--- config.mk ---
export PLATFORM = sky130hd
export DESIGN_NAME = fft_io_sequencer
export DESIGN_NICKNAME = d
export VERILOG_FILES = /design/src/rtl/fft_pkg.sv /design/src/rtl/fft_out_skid.sv /design/src/rtl/fft_io_sequencer.sv
export SDC_FILE = /design/constraint.sdc
export NUM_CORES = 1
export LEC_CHECK = 0
export CAP_MARGIN = 15
export CORE_MARGIN = 5
export CORE_UTILIZATION = 45
export CTS_BUF_LIST = sky130_fd_sc_hd__clkbuf_2 sky130_fd_sc_hd__clkbuf_4 sky130_fd_sc_hd__clkbuf_8
export CTS_CLUSTER_DIAMETER = 100
export DETAILED_ROUTE_END_ITERATION = 10
export MAX_ROUTING_LAYER = met4
export PLACE_DENSITY = 0.82
export REMOVE_ABC_BUFFERS = 1
export SKIP_LAST_GASP = 1
export SLEW_MARGIN = 5
export SYNTH_ARGS = -nofsm -noshare
export SYNTH_HDL_FRONTEND = slang
export SYNTH_SLANG_ARGS = --single-unit
--- constraint.sdc ---
create_clock -name clk -period 3.2 [get_ports clk]
set_clock_uncertainty 0.15 [all_clocks]
set_input_delay 0.48 -clock clk [delete_from_list [all_inputs] [get_ports clk]]
set_output_delay 0.48 -clock clk [all_outputs]
set_load 0.005 [all_outputs]
--- src/rtl/fft_pkg.sv ---
// Shared types and helpers for the FFT frame I/O path.
package fft_pkg;

  typedef enum logic [1:0] {
    LOAD    = 2'd0,
    HANDOFF = 2'd1,
    COMPUTE = 2'd2,
    UNLOAD  = 2'd3
  } io_state_t;

  localparam int SKID_DEPTH = 2;
  localparam int MAX_ADDR_W = 32;

  // Reverses the low 'width' bits of addr; upper bits of the result are zero.
  function automatic logic [MAX_ADDR_W-1:0] bitrev(input logic [MAX_ADDR_W-1:0] addr,
                                                   input int width);
    logic [MAX_ADDR_W-1:0] r;
    r = '0;
    for (int i = 0; i < MAX_ADDR_W; i++) begin
      if (i < width) r[i] = addr[width-1-i];
    end
    return r;
  endfunction

endpackage

--- src/rtl/fft_out_skid.sv ---
// Two-entry result FIFO behind a 1-cycle-latency memory read port.
// Handshake: a result transfers on any cycle where out_valid && out_ready;
// out_valid never drops and out_data never changes until that transfer.
module fft_out_skid
  import fft_pkg::*;
#(
  parameter int DATA_W = 32
) (
  input  logic              clk,
  input  logic              reset,
  input  logic              issue,
  input  logic [DATA_W-1:0] rdata,
  input  logic              out_ready,
  output logic [DATA_W-1:0] out_data,
  output logic              out_valid,
  output logic              pop,
  output logic              can_issue
);

  logic              inflight;
  logic              wr_ptr;
  logic              rd_ptr;
  logic [1:0]        count;
  logic [2:0]        credit;
  logic [DATA_W-1:0] entries [SKID_DEPTH];

  assign out_valid = (count != 2'd0);
  assign out_data  = entries[rd_ptr];
  assign pop       = out_valid && out_ready;

  // A read may issue only if, after this cycle's pop, its data is guaranteed a slot.
  assign credit    = 3'(count) + 3'(inflight) - 3'(pop);
  assign can_issue = (credit < 3'(SKID_DEPTH));

  always_ff @(posedge clk) begin
    if (reset) begin
      inflight <= 1'b0;
      wr_ptr   <= 1'b0;
      rd_ptr   <= 1'b0;
      count    <= 2'd0;
    end else begin
      inflight <= issue;
      if (inflight) wr_ptr <= ~wr_ptr;
      if (pop)      rd_ptr <= ~rd_ptr;
      count <= count + 2'(inflight) - 2'(pop);
    end
  end

  always_ff @(posedge clk) begin
    if (inflight) entries[wr_ptr] <= rdata;
  end

endmodule

--- src/rtl/fft_io_sequencer.sv ---
// Frame I/O controller: bit-reversed load, handoff to the FFT driver,
// natural-order unload through a small skid FIFO.
module fft_io_sequencer
  import fft_pkg::*;
#(
  parameter int N      = 32,
  parameter int DATA_W = 32,
  parameter int ADDR_W = $clog2(N)
) (
  input  logic              clk,
  input  logic              reset,
  input  logic [DATA_W-1:0] in_data,
  input  logic              in_valid,
  output logic              in_ready,
  output logic [DATA_W-1:0] out_data,
  output logic              out_valid,
  input  logic              out_ready,
  output logic              out_last,
  output logic [ADDR_W-1:0] mem_addr,
  output logic [DATA_W-1:0] mem_wdata,
  output logic              mem_we,
  output logic              mem_re,
  input  logic [DATA_W-1:0] mem_rdata,
  output logic              mem_owner,
  output logic              frame_ready,
  output logic              io_busy,
  input  logic              fft_busy,
  input  logic              fft_done
);

  io_state_t         state;
  io_state_t         state_next;
  logic [ADDR_W-1:0] wr_cnt;
  logic [ADDR_W:0]   rd_cnt;
  logic [ADDR_W-1:0] out_cnt;
  logic [ADDR_W-1:0] wr_rev;
  logic              wr_fire;
  logic              pop;
  logic              can_issue;
  logic              last_pop;

  assign wr_fire  = in_valid && in_ready;
  assign last_pop = pop && (out_cnt == ADDR_W'(N-1));
  assign wr_rev   = ADDR_W'(bitrev(MAX_ADDR_W'(wr_cnt), ADDR_W));

  always_ff @(posedge clk) begin
    if (reset) state <= LOAD;
    else       state <= state_next;
  end

  // fft_done is only meaningful in COMPUTE; elsewhere it is ignored.
  always_comb begin
    state_next = state;
    case (state)
      LOAD:    if (wr_fire && wr_cnt == ADDR_W'(N-1)) state_next = HANDOFF;
      HANDOFF: if (fft_busy) state_next = COMPUTE;
      COMPUTE: if (fft_done) state_next = UNLOAD;
      UNLOAD:  if (last_pop) state_next = LOAD;
      default: state_next = LOAD;
    endcase
  end

  always_comb begin
    in_ready    = 1'b0;
    io_busy     = 1'b1;
    mem_owner   = 1'b1;
    frame_ready = 1'b0;
    mem_re      = 1'b0;
    mem_addr    = rd_cnt[ADDR_W-1:0];
    case (state)
      LOAD: begin
        in_ready = !reset;
        mem_addr = wr_rev;
      end
      HANDOFF: begin
        io_busy     = 1'b0;
        mem_owner   = 1'b0;
        frame_ready = 1'b1;
      end
      COMPUTE: begin
        io_busy   = 1'b0;
        mem_owner = 1'b0;
      end
      UNLOAD: mem_re = (rd_cnt < (ADDR_W+1)'(N)) && can_issue;
      default: ;
    endcase
  end

  assign mem_we    = wr_fire;
  assign mem_wdata = in_data;
  assign out_last  = out_valid && (out_cnt == ADDR_W'(N-1));

  always_ff @(posedge clk) begin
    if (reset) begin
      wr_cnt  <= '0;
      rd_cnt  <= '0;
      out_cnt <= '0;
    end else begin
      if (wr_fire) wr_cnt <= wr_cnt + 1'b1;
      if (last_pop)    rd_cnt <= '0;
      else if (mem_re) rd_cnt <= rd_cnt + 1'b1;
      if (pop) out_cnt <= out_cnt + 1'b1;
    end
  end

  fft_out_skid #(.DATA_W(DATA_W)) u_skid (
    .clk       (clk),
    .reset     (reset),
    .issue     (mem_re),
    .rdata     (mem_rdata),
    .out_ready (out_ready),
    .out_data  (out_data),
    .out_valid (out_valid),
    .pop       (pop),
    .can_issue (can_issue)
  );

endmodule

==> results.yml, run 1 <==
routing:
  num_vias: 2143
  drc: 0
  wl_per_cell_um: 17.28
  drtPass1Iterations: 4
  via_per_inst: 4.961
  final_antenna_net_count: 0
  totalWireLength_um: 7466
  drtIter0Drc: 47
worst_setup_path:
  crit_slowest_cell: "fa_1"
  rr_startpoint: "u_skid.count[0]"
  worst-r2r-cell-count: 10
  timing.critical_path.buf_inv: 2
  critPathLaunch: "u_skid.count[0]"
  cp-start-kind: "flip-flop"
  crit_path_cell_trace: "o21a_1, ha_1, inv_1, ha_2, fa_1, nor3b_2, and2_4, clkdlybuf4s15_2"
  critPathCaptureType: "output port"
  max_stage_delay_ps: 450
  cp.depth: 8
  worstSetupPathType: "flip-flop to output port"
  rrSetupSlack_ps: 680
  cpLargestDelayFamily: "adder cells"
  worst-path-max-fanout: 4
  cp_data_required_time_ps: 2570
  critPathArrivalTime_ps: 2450
  cp-endpoint: "mem_re"
  worstReg2RegEnd: "rd_cnt[1]"
pwr:
  power_mw: 2.603
  power_leakage_nw: 1.662
  ir_drop_mv: 0.2361
  p_per_area_mw_per_mm2: 550.9
finish:
  final_nets: 405
  syn_to_final_growth_pct: 24.37
  drive_gt1_frac: 0.2080
  num_antenna_cells: 0
synthesis:
  synth.most_common_cell: "edfxtp_1"
  yosys_warnings: 0
  synth_ff_type: "edfxtp_1"
  ys_top_cells_by_count: "edfxtp_1 (64), mux2_2 (35), buf_4 (33)"
  async_flop_share: 0
  ys_types: 32
  synthTopCellsByArea: "edfxtp_1 (51%), dfxtp_1 (13%), mux2_2 (10%)"
  yosys.area.top_type: "edfxtp_1"
  synth_top_area_frac: 0.5058
  synthCells: 264
  ys_seq_area_frac: 0.6322
  synth_enable_flop_cells: 64
  syn_avg_cell_area_um2: 14.39
  synth_seq_cells: 88
  synth.cell_area_mm2: 0.003800
timing:
  fin_crit_ps: 3076
  fmax_mhz: 325.1
  whs_ps: 357.9
  rsz0062_at_grt: "false"
  setup_viol: 0
  drv_slew: 0
  slew-limit-headroom: 0.3671
  hold_violations: 0
  tns_ps: 0
  worst_pin_slew_ps: 947.0
  fin_crit_sh: 0.9613
  fin_ws_ps: 123.9
placement:
  routabilityCongestion: 0.8049
  hpwl_um: 5338
  pre_cts_ws_ps: -356.8
  io_buffers: 82
clocking:
  cts_tree: "done"
  clock_sinks: 88
  cts-hold-fix-buffers: 0
  clkTransAtPathRegs_ps: 80
  insertion_delay_ps: 340
  clockRootBuffer: "clkbuf_8"
  cts.htree.levels: 3
  cts_buffers: 9
  cts_buffer_depth: 2
job:
  cap_violations: 0
global_route:
  overflow: 0
  grt_pass1_vias: 2249
  grt_pass1_wl_um: 11260
  antenna_found_initial: 0
  grt.total_usage: 0.1501
  grt_max_degree: 33
die:
  initial_core_util: 0.4625
  io_pins: 147
  core-area_mm2: 0.008217
  dieArea_mm2: 0.01038
  die-height_um: 101.9
  dieWidth_um: 101.9
  rows: 33
hold_path:
  min_path_type: "flip-flop to flip-flop"
  hp-start: "wr_cnt[4]"
status:
  status: "complete, no violations"
[logic make-up after synthesis]
family                     count (synthesis)  synth area share
AOI/OAI and AO/OA                          8           0.01646
xor gates and xnor gates                  13           0.02996
adders and majority gates                 13           0.04478
buffers and inverters                     52           0.08792
DFF                                       88            0.6322
muxes                                     42            0.1228
and+or+nand+nor                           48           0.06586
[power breakdown]
group / leakage [nW] / internal (mW) / switching, mW
sequential: 0.770 / 1.25 / 0.0223
clock: 0.0967 / 0.374 / 0.376
combinational: 0.795 / 0.369 / 0.215
total: 1.66 / 1.99 / 0.613
[placed cells by master (no fill, tap or decap), types with 3 or more instances in the layout]
cell type / Yosys / layout
clkdlybuf4s50_1: 0 / 80
and3_1: 3 / 3
mux2_2: 35 / 35
nand2_1: 5 / 5
clkbuf_8: 0 / 9
nor2b_1: 4 / 4
nor2_1: 18 / 17
xnor2_1: 5 / 5
edfxtp_1: 64 / 64
dfxtp_1: 24 / 22
mux2i_1: 5 / 5
inv_1: 9 / 9
nand4_1: 3 / 3
nand2b_1: 6 / 6
xor2_1: 8 / 8
buf_4: 33 / 8
ha_1: 12 / 11
[metrics by stage]
stage                     utilization  std cells  area (um2)
after floorplan                     -        221        3500
after global placement         0.5491        415        4512
after detailed placement       0.5491        415        4512
after CTS                      0.5748        432        4723
after global routing           0.5751        432        4726
final                          0.5751        432        4726
[tightest hold or removal path: cells and delay by family, from the launching register on]
family / cells / cell delay [ps]
flip-flops: 1 / 330
AO/OA/AOI/OAI: 1 / 60
AND/OR/NAND/NOR: 1 / 70
[sequential cells by signal, indices dropped and copies added, names as in the netlist, named ones only]
name,flops
wr_cnt,5
out_cnt,5
rd_cnt,6
u_skid.rd_ptr,1
u_skid.entries,64
u_skid.inflight,1
u_skid.wr_ptr,1
state,2
u_skid.count,2
[cell type report]
cell class / instances / area [um2]
Inverter: 9 / 33.78
Fill cell: 646 / 3491
Timing Repair Buffer: 90 / 880.8
Clock buffer: 10 / 131.4
Clock inverter: 6 / 67.56
Tap cell: 105 / 131.4
Multi-Input combinational cell: 124 / 1076
Sequential cell: 88 / 2405
[repair_timing]
action,4_1_cts,5_1_grt
buffers inserted,1,0
pin swaps,3,3
endpoints found under the setup margin,1,1
resized for setup,6,2
[how the worst min path moves through the flow]
stage | end | slack (ps) | depth (start not counted)
2_1_floorplan | rd_cnt[5] | 310 | 2
3_3_place_gp | wr_cnt[4] | 330 | 2
3_5_place_dp | wr_cnt[4] | 340 | 2
4_1_cts | wr_cnt[4] | 360 | 2
5_1_grt | flip-flop | 390 | 2
6_report | wr_cnt[4] | 360 | 2
[metal layers]
metal	routed length, um	track usage	up-vias
met5	0	-	-
met4	46	0.03027	0
met3	983	0.09078	6
met2	3154	0.2067	107
met1	3282	0.1915	1023
li1	-	-	1007
No activity file was read; power rests on OpenSTA's default activity.
==> run 2, diff against run 1 <==
--- a/config.mk
+++ b/config.mk
@@ -7,15 +7,17 @@
 export LEC_CHECK = 0
 export CAP_MARGIN = 15
 export CORE_MARGIN = 5
-export CORE_UTILIZATION = 45
+export CORE_UTILIZATION = 46
 export CTS_BUF_LIST = sky130_fd_sc_hd__clkbuf_2 sky130_fd_sc_hd__clkbuf_4 sky130_fd_sc_hd__clkbuf_8
 export CTS_CLUSTER_DIAMETER = 100
+export CTS_CLUSTER_SIZE = 16
 export DETAILED_ROUTE_END_ITERATION = 10
 export MAX_ROUTING_LAYER = met4
-export PLACE_DENSITY = 0.82
+export PLACE_DENSITY = 0.83
 export REMOVE_ABC_BUFFERS = 1
 export SKIP_LAST_GASP = 1
 export SLEW_MARGIN = 5
 export SYNTH_ARGS = -nofsm -noshare
 export SYNTH_HDL_FRONTEND = slang
+export SYNTH_HIERARCHICAL = 1
 export SYNTH_SLANG_ARGS = --single-unit
==> run 2 against run 1 <==
Compared with the run above:
- register-to-register slack worse by 470 ps
- clock-buffer cell count stayed put
- sequential cell count stayed put
- final cell count is 1.2% higher
- via count is 2.1% higher
- non-clock buffer count is 3 higher
- total power is 9.5% lower
- sequential share of layout area is 1.8 points lower
- critical path depth is 6 higher
- first-iteration DRC count is 21% lower
==> results.yml, run 2 <==
finish:
  num_antenna_cells: 0
  drive_gt1_frac: 0.2289
  final_core_util: 0.5898
  syn_to_final_growth_pct: 23.48
  layout_commonest_cell: "clkdlybuf4s50_1"
  final_nets: 410
  instances_no_fill: 437
  top_regs: "u_skid/entries: 64 flops, rd_cnt: 6 flops"
  largest-register: "u_skid/entries"
  final_cell_mix: "clkdlybuf4s50_1 (81), edfxtp_1 (64), mux2_4 (30)"
  postLayoutCellArea_mm2: 0.004895
  largest_register_ffs: 64
clocking:
  clkTransAtPathRegs_ps: 80
  cts_buffer_depth: 2
  insertion_delay_ps: 340
  cts.htree.levels: 3
  clock_sinks: 88
  clockRootBuffer: "clkbuf_8"
  cts_tree: "done"
  cts_buffers: 9
global_route:
  antenna_found_initial: 0
  grt_pass1_vias: 2317
  grt_pass1_wl_um: 11910
  grt.total_usage: 0.1582
  grt_max_degree: 33
  overflow: 0
placement:
  hpwl_um: 5783
  routabilityCongestion: 0.8416
  dp.cells: 418
  dpl-instance-area_mm2: 0.004642
  io_buffers: 82
pwr:
  ir_drop_mv: 0.2810
  power_frac_comb: 0.154
  p_sw_frac: 0.2185
  power.internal_mw: 1.841
  p_per_area_mw_per_mm2: 481.2
  pwr-share-clk: 0.310
  p_sw_uw: 514.5
  power_leakage_nw: 1.806
  sequentialPowerShare: 0.536
  power_mw: 2.355
synthesis:
  synth.most_common_cell: "edfxtp_1"
  ys_top_cells_by_count: "edfxtp_1 (64), buf_4 (34), mux2_4 (30)"
  syn_avg_cell_area_um2: 15.01
  synth_top_area_frac: 0.4848
  yosys_warnings: 6
  async_flop_share: 0
  synth_seq_cells: 88
  synth_ff_type: "edfxtp_1"
  yosys.area.top_type: "edfxtp_1"
  synthCells: 264
  ys_types: 36
  synthTopCellsByArea: "edfxtp_1 (48%), dfxtp_1 (12%), mux2_4 (11%)"
  synth_enable_flop_cells: 64
  synth.cell_area_mm2: 0.003964
  ys_seq_area_frac: 0.6061
die:
  rows: 33
  dieWidth_um: 102.8
  die-height_um: 102.8
  dieArea_mm2: 0.01057
  io_pins: 147
  initial_core_util: 0.4776
  core-area_mm2: 0.008299
hold_path:
  hold-path-cell-count: 2
  min_path_type: "flip-flop to flip-flop"
timing:
  worst_pin_slew_ps: 948.9
  slew-limit-headroom: 0.3660
  drv_slew: 0
  fin_crit_ps: 3158
  setup_viol: 0
  rsz0062_at_grt: "true"
  fin_crit_sh: 0.9869
  hold_violations: 0
  fmax_mhz: 316.6
  tns_ps: 0
status:
  status: "complete, no violations"
routing:
  final_antenna_net_count: 0
  drtIter0Drc: 37
  via_per_inst: 5.009
  drc: 0
  totalWireLength_um: 7907
  drtPass1Iterations: 4
  wl_per_cell_um: 18.09
  num_vias: 2189
worst_setup_path:
  critPathArrivalTime_ps: 3290
  cp-start-kind: "primary input"
  critPathCaptureType: "flip-flop"
  crit_path_cell_trace: "clkdlybuf4s50_1, o21a_4, ha_4, inv_1, ha_2, fa_2, nor2_2, nand3b_1, buf_4, buf_4, buf_4, buf_4, or3_4, a21oi_2"
  worst-r2r-cell-count: 14
  crit_slowest_cell: "clkdlybuf4s50_1"
  max_stage_delay_ps: 480
  worstSetupPathType: "primary input to flip-flop"
  worst-path-max-fanout: 5
  path_common_cell: "buf_4"
  cp.depth: 14
  timing.critical_path.buf_inv: 6
  cpLargestDelayFamily: "buffers and inverters"
  cp_data_required_time_ps: 3330
job:
  cap_violations: 0
[run 2: final cells by class]
| type | count | area (um2) |
|---|---|---|
| inverter | 12 | 45.04 |
| clock buffer | 10 | 131.4 |
| sequential | 88 | 2404 |
| clock inverter | 5 | 58.81 |
| multi-input combinational | 124 | 1226 |
| fill | 652 | 3405 |
| timing repair buffer | 93 | 898.4 |
| tap | 105 | 131.4 |
[run 2: repair_timing]
item | 4_1_cts | 5_1_grt
hold buffers | 0 | 0
buffers inserted | 4 | 0
endpoints found under the setup margin | 1 | 3
cloned | 0 | 0
resized for setup | 3 | 9
pin swaps | 2 | 4
[run 2: logic make-up after synthesis]
logic type	Yosys count	share of synthesized area
and+or+nand+nor	46	0.06534
AOI/OAI and AO/OA	14	0.02367
DFF	88	0.6061
xor gates and xnor gates	9	0.01989
buffers and inverters	52	0.09596
muxes	43	0.1493
adders and majority gates	12	0.03977
[run 2: tightest hold or removal path: stages, from the launching register on]
cell and delay (ps):
dfxtp_1 330, inv_1 70, a21oi_2 50
[run 2: final timing paths]
kind                                       from   endpoint  slack [ps]
worst max-delay path                  out_ready  rd_cnt[5]          40
worst min-delay path                  rd_cnt[5]  rd_cnt[5]         340
worst max register to register  u_skid/count[1]  rd_cnt[5]         210
worst min register to register        rd_cnt[5]  rd_cnt[5]         340
[run 2: stage by stage]
step	hold WS (ps)	worst slack, ps
6_report	344.0	41.83
5_1_grt	363.5	-60.97
4_1_cts	338.3	10.19
3_5_place_dp	325.8	-307.7
3_3_place_gp	301.9	-263.0
2_1_floorplan	278.1	575.2
[run 2: power by group through the flow]
stage / registers (mW) / clock network, mW / logic [mW]
3_3_place_gp: 1.29 / 0 / 0.345
6_report: 1.26 / 0.731 / 0.362
5_1_grt: 1.27 / 0.807 / 0.393
2_1_floorplan: 1.30 / 0 / 0.160
3_5_place_dp: 1.29 / 0 / 0.355
4_1_cts: 1.26 / 0.753 / 0.358
[run 2: layer usage]
layer,share of wire,vias to the layer above,global-route usage
met5,0,-,-
met4,0.010,0,0.05080
met3,0.14,8,0.08931
met2,0.43,118,0.2219
met1,0.42,1033,0.1938
li1,-,1030,-
